[config.mk]
export PLATFORM = sky130hd
export DESIGN_NAME = pulse_conditioner
export DESIGN_NICKNAME = d
export VERILOG_FILES = /design/src/rtl/pulse_cond_pkg.sv /design/src/rtl/pulse_conditioner_sync_ff.sv /design/src/rtl/pulse_conditioner.sv
export SDC_FILE = /design/constraint.sdc
export NUM_CORES = 1
export LEC_CHECK = 0
export BUFFER_PORTS_ARGS = -buffer_cell sky130_fd_sc_hd__buf_2
export CORE_AREA = 2 2 39 41
export CTS_BUF_LIST = sky130_fd_sc_hd__clkbuf_4 sky130_fd_sc_hd__clkbuf_8
export CTS_CLUSTER_DIAMETER = 60
export DETAILED_ROUTE_END_ITERATION = 8
export DIE_AREA = 0 0 41 43
export PLACE_DENSITY = 0.62
export SYNTH_ARGS = -nofsm -noshare
export SYNTH_HDL_FRONTEND = slang
export SYNTH_SLANG_ARGS = --single-unit
[constraint.sdc]
create_clock -name SYS_CLK -period 1.2 [get_ports SYS_CLK]
set_clock_uncertainty 0.1 [all_clocks]
set_input_delay 0.12 -clock SYS_CLK [delete_from_list [all_inputs] [get_ports SYS_CLK]]
set_output_delay 0.12 -clock SYS_CLK [all_outputs]
set_load 0.01 [all_outputs]
[src/rtl/pulse_cond_pkg.sv]
// pulse_cond_pkg: shared definitions for the pulse_conditioner slice.
//   - state_e         : filter FSM states (LOW, RISE_PEND, HIGH, FALL_PEND)
//   - *_DEF constants : default SYNC_STAGES / FILT_CYCLES / CNT_W
//   - filt_cnt_width(): width of the filter counter for a given FILT_CYCLES
package pulse_cond_pkg;

  localparam int SYNC_STAGES_DEF = 2;
  localparam int FILT_CYCLES_DEF = 3;
  localparam int CNT_W_DEF       = 8;

  typedef enum logic [1:0] {
    LOW       = 2'd0,
    RISE_PEND = 2'd1,
    HIGH      = 2'd2,
    FALL_PEND = 2'd3
  } state_e;

  // The counter must hold values up to FILT_CYCLES-1; sizing it for
  // FILT_CYCLES+1 values keeps it at least one bit wide when FILT_CYCLES=1.
  function automatic int filt_cnt_width(input int filt_cycles);
    return $clog2(filt_cycles + 1);
  endfunction

endpackage

[src/rtl/pulse_conditioner_sync_ff.sv]
// sync_ff: N-stage reset-to-0 synchronizer for a single asynchronous bit.
// Parameters:
//   STAGES : number of flops in the chain (2..4)
// Ports:
//   clk   in  destination clock
//   rst_n in  asynchronous active-low reset, clears every stage
//   d_i   in  asynchronous input bit
//   q_o   out synchronized bit (output of the last stage)
module sync_ff
  import pulse_cond_pkg::*;
#(
  parameter int STAGES = SYNC_STAGES_DEF
) (
  input  logic clk,
  input  logic rst_n,
  input  logic d_i,
  output logic q_o
);

  logic [STAGES-1:0] sync_q;

  // NOTE: sequential state is written with non-blocking assignments so every
  // stage samples the value its neighbour held before the edge.
  always_ff @(posedge clk or negedge rst_n) begin
    if (!rst_n) begin
      sync_q <= '0;
    end else begin
      sync_q <= {sync_q[STAGES-2:0], d_i};
    end
  end

  assign q_o = sync_q[STAGES-1];

endmodule

[src/rtl/pulse_conditioner.sv]
// pulse_conditioner: synchronizes an asynchronous raw pulse into SYS_CLK,
// rejects glitches shorter than FILT_CYCLES synchronized samples, and emits a
// registered level plus one-cycle RISE/FALL strobes for the pulse counter.
// Optional feature: define PULSE_COND_GLITCH_CNT_EN to build the saturating
// glitch counter and CLR_STATS; otherwise GLITCH_CNT is tied to 0.
// Parameters:
//   SYNC_STAGES : synchronizer depth (2..4)
//   FILT_CYCLES : equal samples needed to accept a level change (1..15)
//   CNT_W       : glitch counter width
// Ports:
//   SYS_CLK    in  clock
//   A_RESET_N  in  asynchronous active-low reset
//   PULSE_RAW  in  asynchronous raw pulse
//   CLR_STATS  in  synchronous clear of GLITCH_CNT (wins over a glitch)
//   PULSE      out filtered registered level
//   RISE       out one-cycle strobe on PULSE 0->1
//   FALL       out one-cycle strobe on PULSE 1->0
//   GLITCH_CNT out saturating count of rejected transitions
module pulse_conditioner
  import pulse_cond_pkg::*;
#(
  parameter int SYNC_STAGES = SYNC_STAGES_DEF,
  parameter int FILT_CYCLES = FILT_CYCLES_DEF,
  parameter int CNT_W       = CNT_W_DEF
) (
  input  logic             SYS_CLK,
  input  logic             A_RESET_N,
  input  logic             PULSE_RAW,
  input  logic             CLR_STATS,
  output logic             PULSE,
  output logic             RISE,
  output logic             FALL,
  output logic [CNT_W-1:0] GLITCH_CNT
);

  localparam int             CW       = filt_cnt_width(FILT_CYCLES);
  localparam logic [CW-1:0]  CNT_ONE  = CW'(1);
  localparam logic [CW-1:0]  CNT_LAST = CW'(FILT_CYCLES - 1);
  localparam bit             FILT_ONE = (FILT_CYCLES == 1);

  logic          s;
  state_e        state_q, state_d;
  logic [CW-1:0] cnt_q, cnt_d;
  logic          pulse_q, pulse_d;
  logic          rise_q, rise_d;
  logic          fall_q, fall_d;
  logic          glitch;

  sync_ff #(
    .STAGES(SYNC_STAGES)
  ) u_sync (
    .clk  (SYS_CLK),
    .rst_n(A_RESET_N),
    .d_i  (PULSE_RAW),
    .q_o  (s)
  );

  // NOTE: every signal assigned below gets a default first, so no path
  // through the case leaves a value unassigned and no latch is inferred.
  always_comb begin
    state_d = state_q;
    cnt_d   = cnt_q;
    pulse_d = pulse_q;
    rise_d  = 1'b0;
    fall_d  = 1'b0;
    glitch  = 1'b0;
    unique case (state_q)
      LOW: begin
        if (s) begin
          if (FILT_ONE) begin
            state_d = HIGH;
            pulse_d = 1'b1;
            rise_d  = 1'b1;
          end else begin
            state_d = RISE_PEND;
            cnt_d   = CNT_ONE;
          end
        end
      end
      RISE_PEND: begin
        if (s) begin
          if (cnt_q == CNT_LAST) begin
            state_d = HIGH;
            cnt_d   = '0;
            pulse_d = 1'b1;
            rise_d  = 1'b1;
          end else begin
            cnt_d = cnt_q + CNT_ONE;
          end
        end else begin
          // Level fell back before qualifying: a rejected rising glitch.
          state_d = LOW;
          cnt_d   = '0;
          glitch  = 1'b1;
        end
      end
      HIGH: begin
        if (!s) begin
          if (FILT_ONE) begin
            state_d = LOW;
            pulse_d = 1'b0;
            fall_d  = 1'b1;
          end else begin
            state_d = FALL_PEND;
            cnt_d   = CNT_ONE;
          end
        end
      end
      FALL_PEND: begin
        if (!s) begin
          if (cnt_q == CNT_LAST) begin
            state_d = LOW;
            cnt_d   = '0;
            pulse_d = 1'b0;
            fall_d  = 1'b1;
          end else begin
            cnt_d = cnt_q + CNT_ONE;
          end
        end else begin
          state_d = HIGH;
          cnt_d   = '0;
          glitch  = 1'b1;
        end
      end
      default: begin
        state_d = LOW;
        cnt_d   = '0;
      end
    endcase
  end

  // Asynchronous reset clears PULSE immediately; the strobes are cleared too,
  // so a reset taken while high never produces a FALL.
  always_ff @(posedge SYS_CLK or negedge A_RESET_N) begin
    if (!A_RESET_N) begin
      state_q <= LOW;
      cnt_q   <= '0;
      pulse_q <= 1'b0;
      rise_q  <= 1'b0;
      fall_q  <= 1'b0;
    end else begin
      state_q <= state_d;
      cnt_q   <= cnt_d;
      pulse_q <= pulse_d;
      rise_q  <= rise_d;
      fall_q  <= fall_d;
    end
  end

  assign PULSE = pulse_q;
  assign RISE  = rise_q;
  assign FALL  = fall_q;

`ifdef PULSE_COND_GLITCH_CNT_EN
  logic [CNT_W-1:0] gcnt_q, gcnt_d;

  always_comb begin
    gcnt_d = gcnt_q;
    if (CLR_STATS) begin
      gcnt_d = '0;
    end else if (glitch && (gcnt_q != {CNT_W{1'b1}})) begin
      gcnt_d = gcnt_q + 1'b1;
    end
  end

  always_ff @(posedge SYS_CLK or negedge A_RESET_N) begin
    if (!A_RESET_N) begin
      gcnt_q <= '0;
    end else begin
      gcnt_q <= gcnt_d;
    end
  end

  assign GLITCH_CNT = gcnt_q;
`else
  logic unused_stats;
  assign unused_stats = ^{CLR_STATS, glitch};
  assign GLITCH_CNT   = '0;
`endif

endmodule

### Word-level counts from Yosys, hierarchy flattened

Cells that the tools add are included.

| cells by class | value |
|---|---|
| equality and inequality tests | 12 |
| multiply operators | 0 |
| order comparisons | 0 |
| bitwise operators | 0 |
| div/mod/pow operators | 0 |
| $add $sub $neg | 1 |
| reductions and logical operators | 5 |
| mux-type cells | 22 |
| shift-type cells | 0 |

Operator list:

| kind | count |
|---|---|
| 2-to-1 mux 2 bit | 10 |
| case mux 2 bit (4 select lines) | 2 |
| 2-to-1 mux 1 bit | 9 |
| inequality test 2 bit, second input constant | 4 |
| == test 2 bit, second input constant | 3 |
| AND reduction 5 bit | 1 |
| inequality test 2 x 1 -> 1 bit, second input constant | 2 |
| AND reduction 4 bit | 1 |
| inequality test 3 x 2 -> 1 bit, second input constant | 1 |
| inequality test 3 bit, second input constant | 1 |
| adder 2 x 1 -> 2 bit, second input constant | 1 |
| == test 2 x 1 -> 1 bit, second input constant | 1 |
| zero test 2 bit | 1 |
| case mux 1 bit (2 select lines) | 1 |
| AND reduction 2 bit | 1 |
| nonzero test 2 bit | 1 |

| word-level totals | value |
|---|---|
| bits in latches | 0 |
| register bits after elaboration | 9 |
| output and inout bits | 11 |
| input port bits | 4 |
| bits in writable memories | 0 |
| memory bits (read-only) | 0 |
| word-level logic and storage cells | 46 |
| memories kept | 0 |

### Logic depth before layout (Yosys ltp)

Gate-level depths: netlist of the first run.

| logic depth | value |
|---|---|
| depth in word-level cells | 4 |
| gate-level depth with buffers | 3 |
| mapped depth without buffers | 3 |

### Cells and area by module

Synthesis of the first run repeated with hierarchy kept, for this count alone.

| second synthesis, totals | value |
|---|---|
| cells, all modules | 36 |
| area total of the unflattened synthesis | 399.1 sq um |

By module, submodules not included:

| module | cells an instance | area each (sq um) | sequential area each (sq um) | instances |
|---|---|---|---|---|
| pulse_conditioner | 34 | 349.1 | 175.2 | 1 |
| sync_ff | 2 | 50.0 | 50.0 | 1 |

### Least setup slack after synthesis of the first run

OpenSTA, ideal clock, no wires.

| path | value |
|---|---|
| path kind | reg-to-reg |
| from | register cnt_q[1] |
| to | register (tool-made name) |
| data required time | 975 ps |
| cell stages (with the launch flop) | 3 |
| buffers on the path | 0 |
| clock period less this slack | 1049 ps |
| setup time | 125 ps |
| arrival | 824 ps |
| setup slack | 151 ps |
| path through | dfrtp_1 -> nand3b_4 -> mux2_2 |

RTL lines:

| item | line | text |
|---|---|---|
| start: declaration | pulse_conditioner.sv:43 | `logic [CW-1:0] cnt_q, cnt_d;` |
| start signal: assignment | pulse_conditioner.sv:143 | `cnt_q <= cnt_d;` |

==> flow_summary_export.csv, run 1 <==
group,metric,value,unit
run_status,status,"completed",
cells_and_area,post-route-util,33.7,%
cts,clkSinkCount,9,
place,gp_congestion,0.669,
critical_path,crit_fanout,5,
floorplan,io_pins,15,
cts,htreeDepth,1,
global_routing,grt_pass1_vias,197,
cells_and_area,diodes,0,
critical_path,crit_arrival,1140,ps
run,maxCapViolCount,0,
power,p_seq_share,51.2,%
critical_path,reg2reg_from,"cnt_q[1]$_DFFE_PN0P_",
power,leakagePower,0.238,nW
floorplan,die_w,41,um
timing,fin_setup_tns,0,ps
place,port_buffers,5,
global_routing,track_usage,7.43,%
logic_synthesis,yosysTopAreaCell,"dfrtp_1",
cts,clk_latency,250,ps
floorplan,die_y,43,um
detailed_routing,detail_route.iter0.violations,4,
critical_path,regToRegSetupSlack,90,ps
cells_and_area,layout.nets,48,
detailed_routing,drc,0,
critical_path,rr_worst_depth,2,
logic_synthesis,synth_top_area_share,55.6,%
critical_path,crit_start,"cnt_q[1]$_DFFE_PN0P_",
timing,slew_violations,0,
power,netSwitchingFraction,29.7,%
logic_synthesis,netlist_area,405,sq um
cts,cts.clk_slew.worst_paths,60,ps
critical_path,cp-end-kind,"flop",
cts,cts_buffers,3,
timing,setup_viol,0,
cts,clockRootBuffer,"clkbuf_4",
cells_and_area,drive_above_1_share,27.9,%
global_routing,grt_antenna_before_repair,0,
critical_path,critPathKind,"reg2reg",
logic_synthesis,netlist_instances,33,
critical_path,worstPathRequired,1230,ps
floorplan,start_util,29.3,%
global_routing,grt_pass1_wl,786,um
logic_synthesis,syn-mean-instance-area,12.3,sq um
logic_synthesis,yosysSeqAreaShare,55.6,%
cts,clk_path_buf_depth,2,
logic_synthesis,ys_top_cells_by_area,"dfrtp_1 56%, buf_4 15%, nand3b_4 4.9%",
logic_synthesis,ys_ff_latch,9,
cts,tritoncts,"yes",
detailed_routing,wl_per_cell,8.69,um
global_routing,grt_max_degree,10,
timing,min_period_over_period,92.8,%
global_routing,grt-ovfl-total,0,
floorplan,dieArea,1760,sq um
timing,max_freq,0.898,GHz
timing,rsz0062_at_grt,"no",
timing,hold_viol_final,0,
worst_hold_path,hp-class,"in2async",
cells_and_area,areaGrowthSynthToFinish,15.1,%
detailed_routing,wirelength,513,um
floorplan,rows,14,
detailed_routing,vias_per_cell,3.86,
logic_synthesis,ys_types,16,
detailed_routing,ant_nets,0,
power,power_density,1960,nW/um^2
floorplan,core_area,1380,sq um
critical_path,cp-start-kind,"flop",
logic_synthesis,synth_warnings,0,
power,intPower,0.643,mW
timing,min_period,1110,ps
place,dpl.hpwl,418,um
cts,cts_resized,0,
power,vdd_drop_max,0.843,mV
power,clock_power_share,26.6,%
detailed_routing,num_vias,228,
detailed_routing,firstDrtPassIters,4,
power,switching_power,0.272,mW
power,p_comb_share,22.3,%
-- cell usage in the layout (no fill, tap or decap), drive strengths merged --
cell type,n
and2,1
buf,5
clkbuf,4
conb,8
dfrtp,9
dlygate4sd3,2
inv,1
mux2,1
nand2,1
nand2b,1
nand3b,2
nand4b,1
nor3,1
nor3b,1
o21a,1
o21ai,3
xor2,1
-- power groups by stage --
stage	Clock, mW	Combinational, mW	Sequential (mW)
3_5_place_dp	0	0.204	0.474
2_1_floorplan	0	0.182	0.460
5_1_grt	0.277	0.236	0.478
4_1_cts	0.258	0.210	0.468
6_report	0.243	0.204	0.468
3_3_place_gp	0	0.192	0.469
-- cell usage after synthesis, drive strengths merged --
cell,number
conb,1
nor3b,1
o21ai,3
nor3,1
nand2,1
o21a,1
dfrtp,9
nand4b,1
nand2b,1
mux2,1
nand3b,2
xor2,1
and2,1
inv,1
buf,8
-- how the worst max path moves through the flow --
stage / endpoint / slack, ps / depth (start not counted)
floorplan: flop / 150 / 2
global placement: flop / 120 / 2
detailed placement: flop / 100 / 2
CTS: flop / 80 / 2
global route: cnt_q[1]$_DFFE_PN0P_ / 20 / 3
finish: flop / 90 / 2
-- per-stage QoR --
| step | instances | area (sq um) | setup slack, ps | power, mW | hold WS (ps) |
|---|---|---|---|---|---|
| 3_5_place_dp | 53 | 417 | 95.5 | 0.679 | -122 |
| 6_report | 59 | 467 | 86.7 | 0.915 | 143 |
| 5_1_grt | 59 | 467 | 15.9 | 0.992 | 149 |
| 3_3_place_gp | 53 | 417 | 120 | 0.661 | -121 |
| 2_1_floorplan | 40 | 432 | 151 | 0.642 | -276 |
| 4_1_cts | 59 | 467 | 82.9 | 0.936 | 144 |
-- cell type report --
class | instances | area (sq um)
fillers | 141 | 917
flip-flops and latches | 9 | 225
multi-input cells | 22 | 143
repair buffers | 7 | 45.0
clock buffers | 4 | 30.0
well taps | 16 | 20.0
inverters | 1 | 3.75
-- per-layer routing --
| metal | track usage [%] | share of wire (%) |
|---|---|---|
| met5 | 0 | 0 |
| met2 | 10.3 | 50 |
| met1 | 7.38 | 38 |
| met4 | 2.00 | 0 |
| met3 | 7.85 | 12 |
-- kinds of logic (layout without fill, tap and decap cells) --
kind of cell,count (synthesis),after routing,share of synthesized area (%)
flip-flops,9,9,55.6
buffers and inverters,9,12,15.7
AND/OR/NAND/NOR,8,8,17.3
AO/OA/AOI/OAI,4,4,5.56
other,1,8,0.925
XOR/XNOR,1,1,2.16
multiplexers,1,1,2.78
-- critical path: stages (launching register included) --
cell and delay, ps:
dfrtp_1 420, nand3b_4 120, mux2_2 350
-- what timing repair did --
action	in CTS	in global routing
hold buffers	2	0
endpoints found under the hold margin	10	0
setup buffers	0	0
setup endpoints to repair	0	0
Note: power is estimated with default switching activity, not from simulation.
==> inputs of run 2 (changes only) <==
- PLACE_DENSITY: 0.62 -> 0.61
- REMOVE_ABC_BUFFERS: not set -> 1
- SYNTH_HIERARCHICAL: not set -> 1
==> run 2 against run 1 <==
  * Via count up 11%
  * Design area rose by 2.9%
  * Power up 7.8%
  * Clock power is 4% lower
  * Register-to-register slack better by 40 ps
  * Utilization up 0.99 points
  * Synthesized area fell by 1.5%
  * Sequential power down 0.9%
  * Highest routed layer is now met4
  * Wire length up 9.4%
  * Non-clock buffer count rose by 3
==> flow_summary_export.csv, run 2 <==
group,metric,value,unit
critical_path,cp-start-kind,"flop",
critical_path,crit_fanout,5,
global_routing,grt_max_degree,10,
global_routing,track_usage,8.85,%
logic_synthesis,ys_types,14,
detailed_routing,firstDrtPassIters,2,
run_status,status,"completed",
logic_synthesis,yosysSeqAreaShare,56.4,%
detailed_routing,vias_per_cell,3.91,
floorplan,io_pins,15,
cts,cts.clk_slew.worst_paths,70,ps
global_routing,grt_pass1_wl,931,um
logic_synthesis,netlist_area,399,sq um
logic_synthesis,synth_top_area_share,56.4,%
floorplan,die_y,43,um
logic_synthesis,synthMuxAreaShare,0,%
power,power_density,2050,nW/um^2
cells_and_area,multi_input_area,136,sq um
logic_synthesis,synth_fa_ha_area_share,0,%
detailed_routing,wirelength,561,um
logic_synthesis,yosysTopAreaCell,"dfrtp_1",
cells_and_area,diodes,0,
place,port_buffers,5,
detailed_routing,ant_nets,0,
critical_path,crit_arrival,1120,ps
detailed_routing,num_vias,254,
power,vdd_drop_max,0.748,mV
cells_and_area,layout.nets,54,
timing,min_period_over_period,89.0,%
timing,hold_viol_final,0,
critical_path,crit_path_frequent_cell,"a21oi_1",
critical_path,critPathSlowestCell,"dfrtp_1",
cts,clockRootBuffer,"clkbuf_4",
detailed_routing,drc,0,
floorplan,dieArea,1760,sq um
cts,htreeDepth,1,
logic_synthesis,synth-simple-area-share,14.4,%
global_routing,grt_pass1_vias,231,
cts,clk_latency,260,ps
critical_path,cp_slowest_stage_delay,410,ps
critical_path,crit_start,"state_q[0]$_DFFE_PN0P_",
cells_and_area,post-route-util,34.7,%
cts,clkSinkCount,9,
worst_hold_path,hp-class,"in2async",
cells_and_area,areaGrowthSynthToFinish,20.4,%
global_routing,grt_antenna_before_repair,0,
cts,clk_path_buf_depth,2,
detailed_routing,wl_per_cell,8.63,um
logic_synthesis,synth_most_common_cell,"dfrtp_1",
timing,fin_setup_tns,0,ps
critical_path,reg2reg_from,"state_q[0]$_DFFE_PN0P_",
floorplan,die_w,41,um
run,maxCapViolCount,0,
place,gp_congestion,0.686,
cells_and_area,seqCellArea,225,sq um
logic_synthesis,netlist_instances,36,
place,dpl.hpwl,415,um
logic_synthesis,synth_ff_type,"dfrtp_1",
floorplan,core_area,1380,sq um
critical_path,worstPathRequired,1250,ps
cells_and_area,mostFrequentLayoutCell,"dfrtp_1",
critical_path,path_cells,"and3b_1, a21oi_1, a21oi_1",
timing,setup_viol,0,
cells_and_area,drive_above_1_share,26.5,%
timing,max_freq,0.936,GHz
logic_synthesis,synth-xor-area-share,2.19,%
power,total_power,0.986,mW
timing,slew_violations,0,
logic_synthesis,synth_compound_area_share,10.0,%
cells_and_area,fillers,151,
power,leakagePower,0.248,nW
logic_synthesis,synth_warnings,6,
logic_synthesis,synth_commonest_cells,"9 x dfrtp_1, 8 x buf_4, 4 x nand2_1",
timing,min_period,1070,ps
cts,postCtsSetupBuffers,0,
cts,cts_buffers,3,
global_routing,grt-ovfl-total,0,
logic_synthesis,synth_top_family_by_area,"buffers and inverters",
cells_and_area,design_area,480,sq um
critical_path,cp-end-kind,"flop",
critical_path,critPathKind,"reg2reg",
cells_and_area,final_cell_mix,"9 x dfrtp_1, 8 x conb_1, 5 x buf_2, 4 x nand2_1",
cts,tritoncts,"yes",
logic_synthesis,ys_top_cells_by_area,"dfrtp_1 56%, buf_4 15%, a21oi_1 3.8%",
floorplan,rows,14,
logic_synthesis,synth-async-reset-ratio,100,%
detailed_routing,detail_route.iter0.violations,1,
floorplan,start_util,28.8,%
timing,rsz0062_at_grt,"no",
logic_synthesis,ys_ff_latch,9,
logic_synthesis,syn-mean-instance-area,11.1,sq um
logic_synthesis,synth-edff-count,0,
place,placed_area,433,sq um
-- run 2: cell count changes in the layout (fill, tap and decap cells not counted), sizes merged, moves of 2 or more --
cell / before / now
o21ai: 3 / 1
a21oi: 0 / 3
buf: 5 / 8
nand2: 1 / 4
-- run 2: path summary, 6_finish.rpt --
kind	depth (start not counted)	slack [ps]	to
min in group SYS_CLK	0	260	u_sync/sync_q[1]$_DFF_PN0_
min	2	120	RISE$_DFF_PN0_
max in group asynchronous	2	700	cnt_q[0]$_DFFE_PN0P_
min reg2reg	0	260	u_sync/sync_q[1]$_DFF_PN0_
max reg2reg	3	130	PULSE$_DFFE_PN0P_
max	3	130	PULSE$_DFFE_PN0P_
-- run 2: critical path, delay by kind of cell, from the launching register on --
family	cells	cell delay [ps]
AOI/OAI and AO/OA	2	230
DFF	1	410
and+or+nand+nor	1	220
-- run 2: layer usage --
metal	global-route usage (%)	part of all wire [%]	up-vias
li1	-	-	129
met1	9.06	44	115
met2	11.3	47	8
met3	4.71	6.8	2
met4	10.0	1.4	0
met5	0	0	-
-- run 2: cell type report --
cell class,count,share of cell area (%)
clock buffers,3,4.69
clock inverters,1,1.04
inverters,1,0.781
multi-input cells,25,28.4
flip-flops and latches,9,46.9
well taps,16,4.17
repair buffers,10,14.1
-- run 2: metrics by stage --
stage	cells	hold slack [ps]	setup slack [ps]
after global placement	59	-119	103
after global routing	65	154	43.7
after floorplan	35	-276	131
after CTS	65	123	98.8
after detailed placement	59	-117	98.4
final	65	123	132
-- run 2: power breakdown --
group / internal, mW / switching [mW]
clock: 0.123 / 0.111
combinational: 0.153 / 0.134
sequential: 0.389 / 0.0759
-- run 2: timing repair --
action,4_1_cts,5_1_grt
hold buffers,2,0
endpoints found under the setup margin,0,1
resized for setup,0,1
endpoints found under the hold margin,10,0
-- run 2: logic make-up after synthesis --
logic type / count (synthesis)
xor gates and xnor gates: 1
and+or+nand+nor: 10
AOI/OAI and AO/OA: 6
other: 1
buffers and inverters: 9
DFF: 9
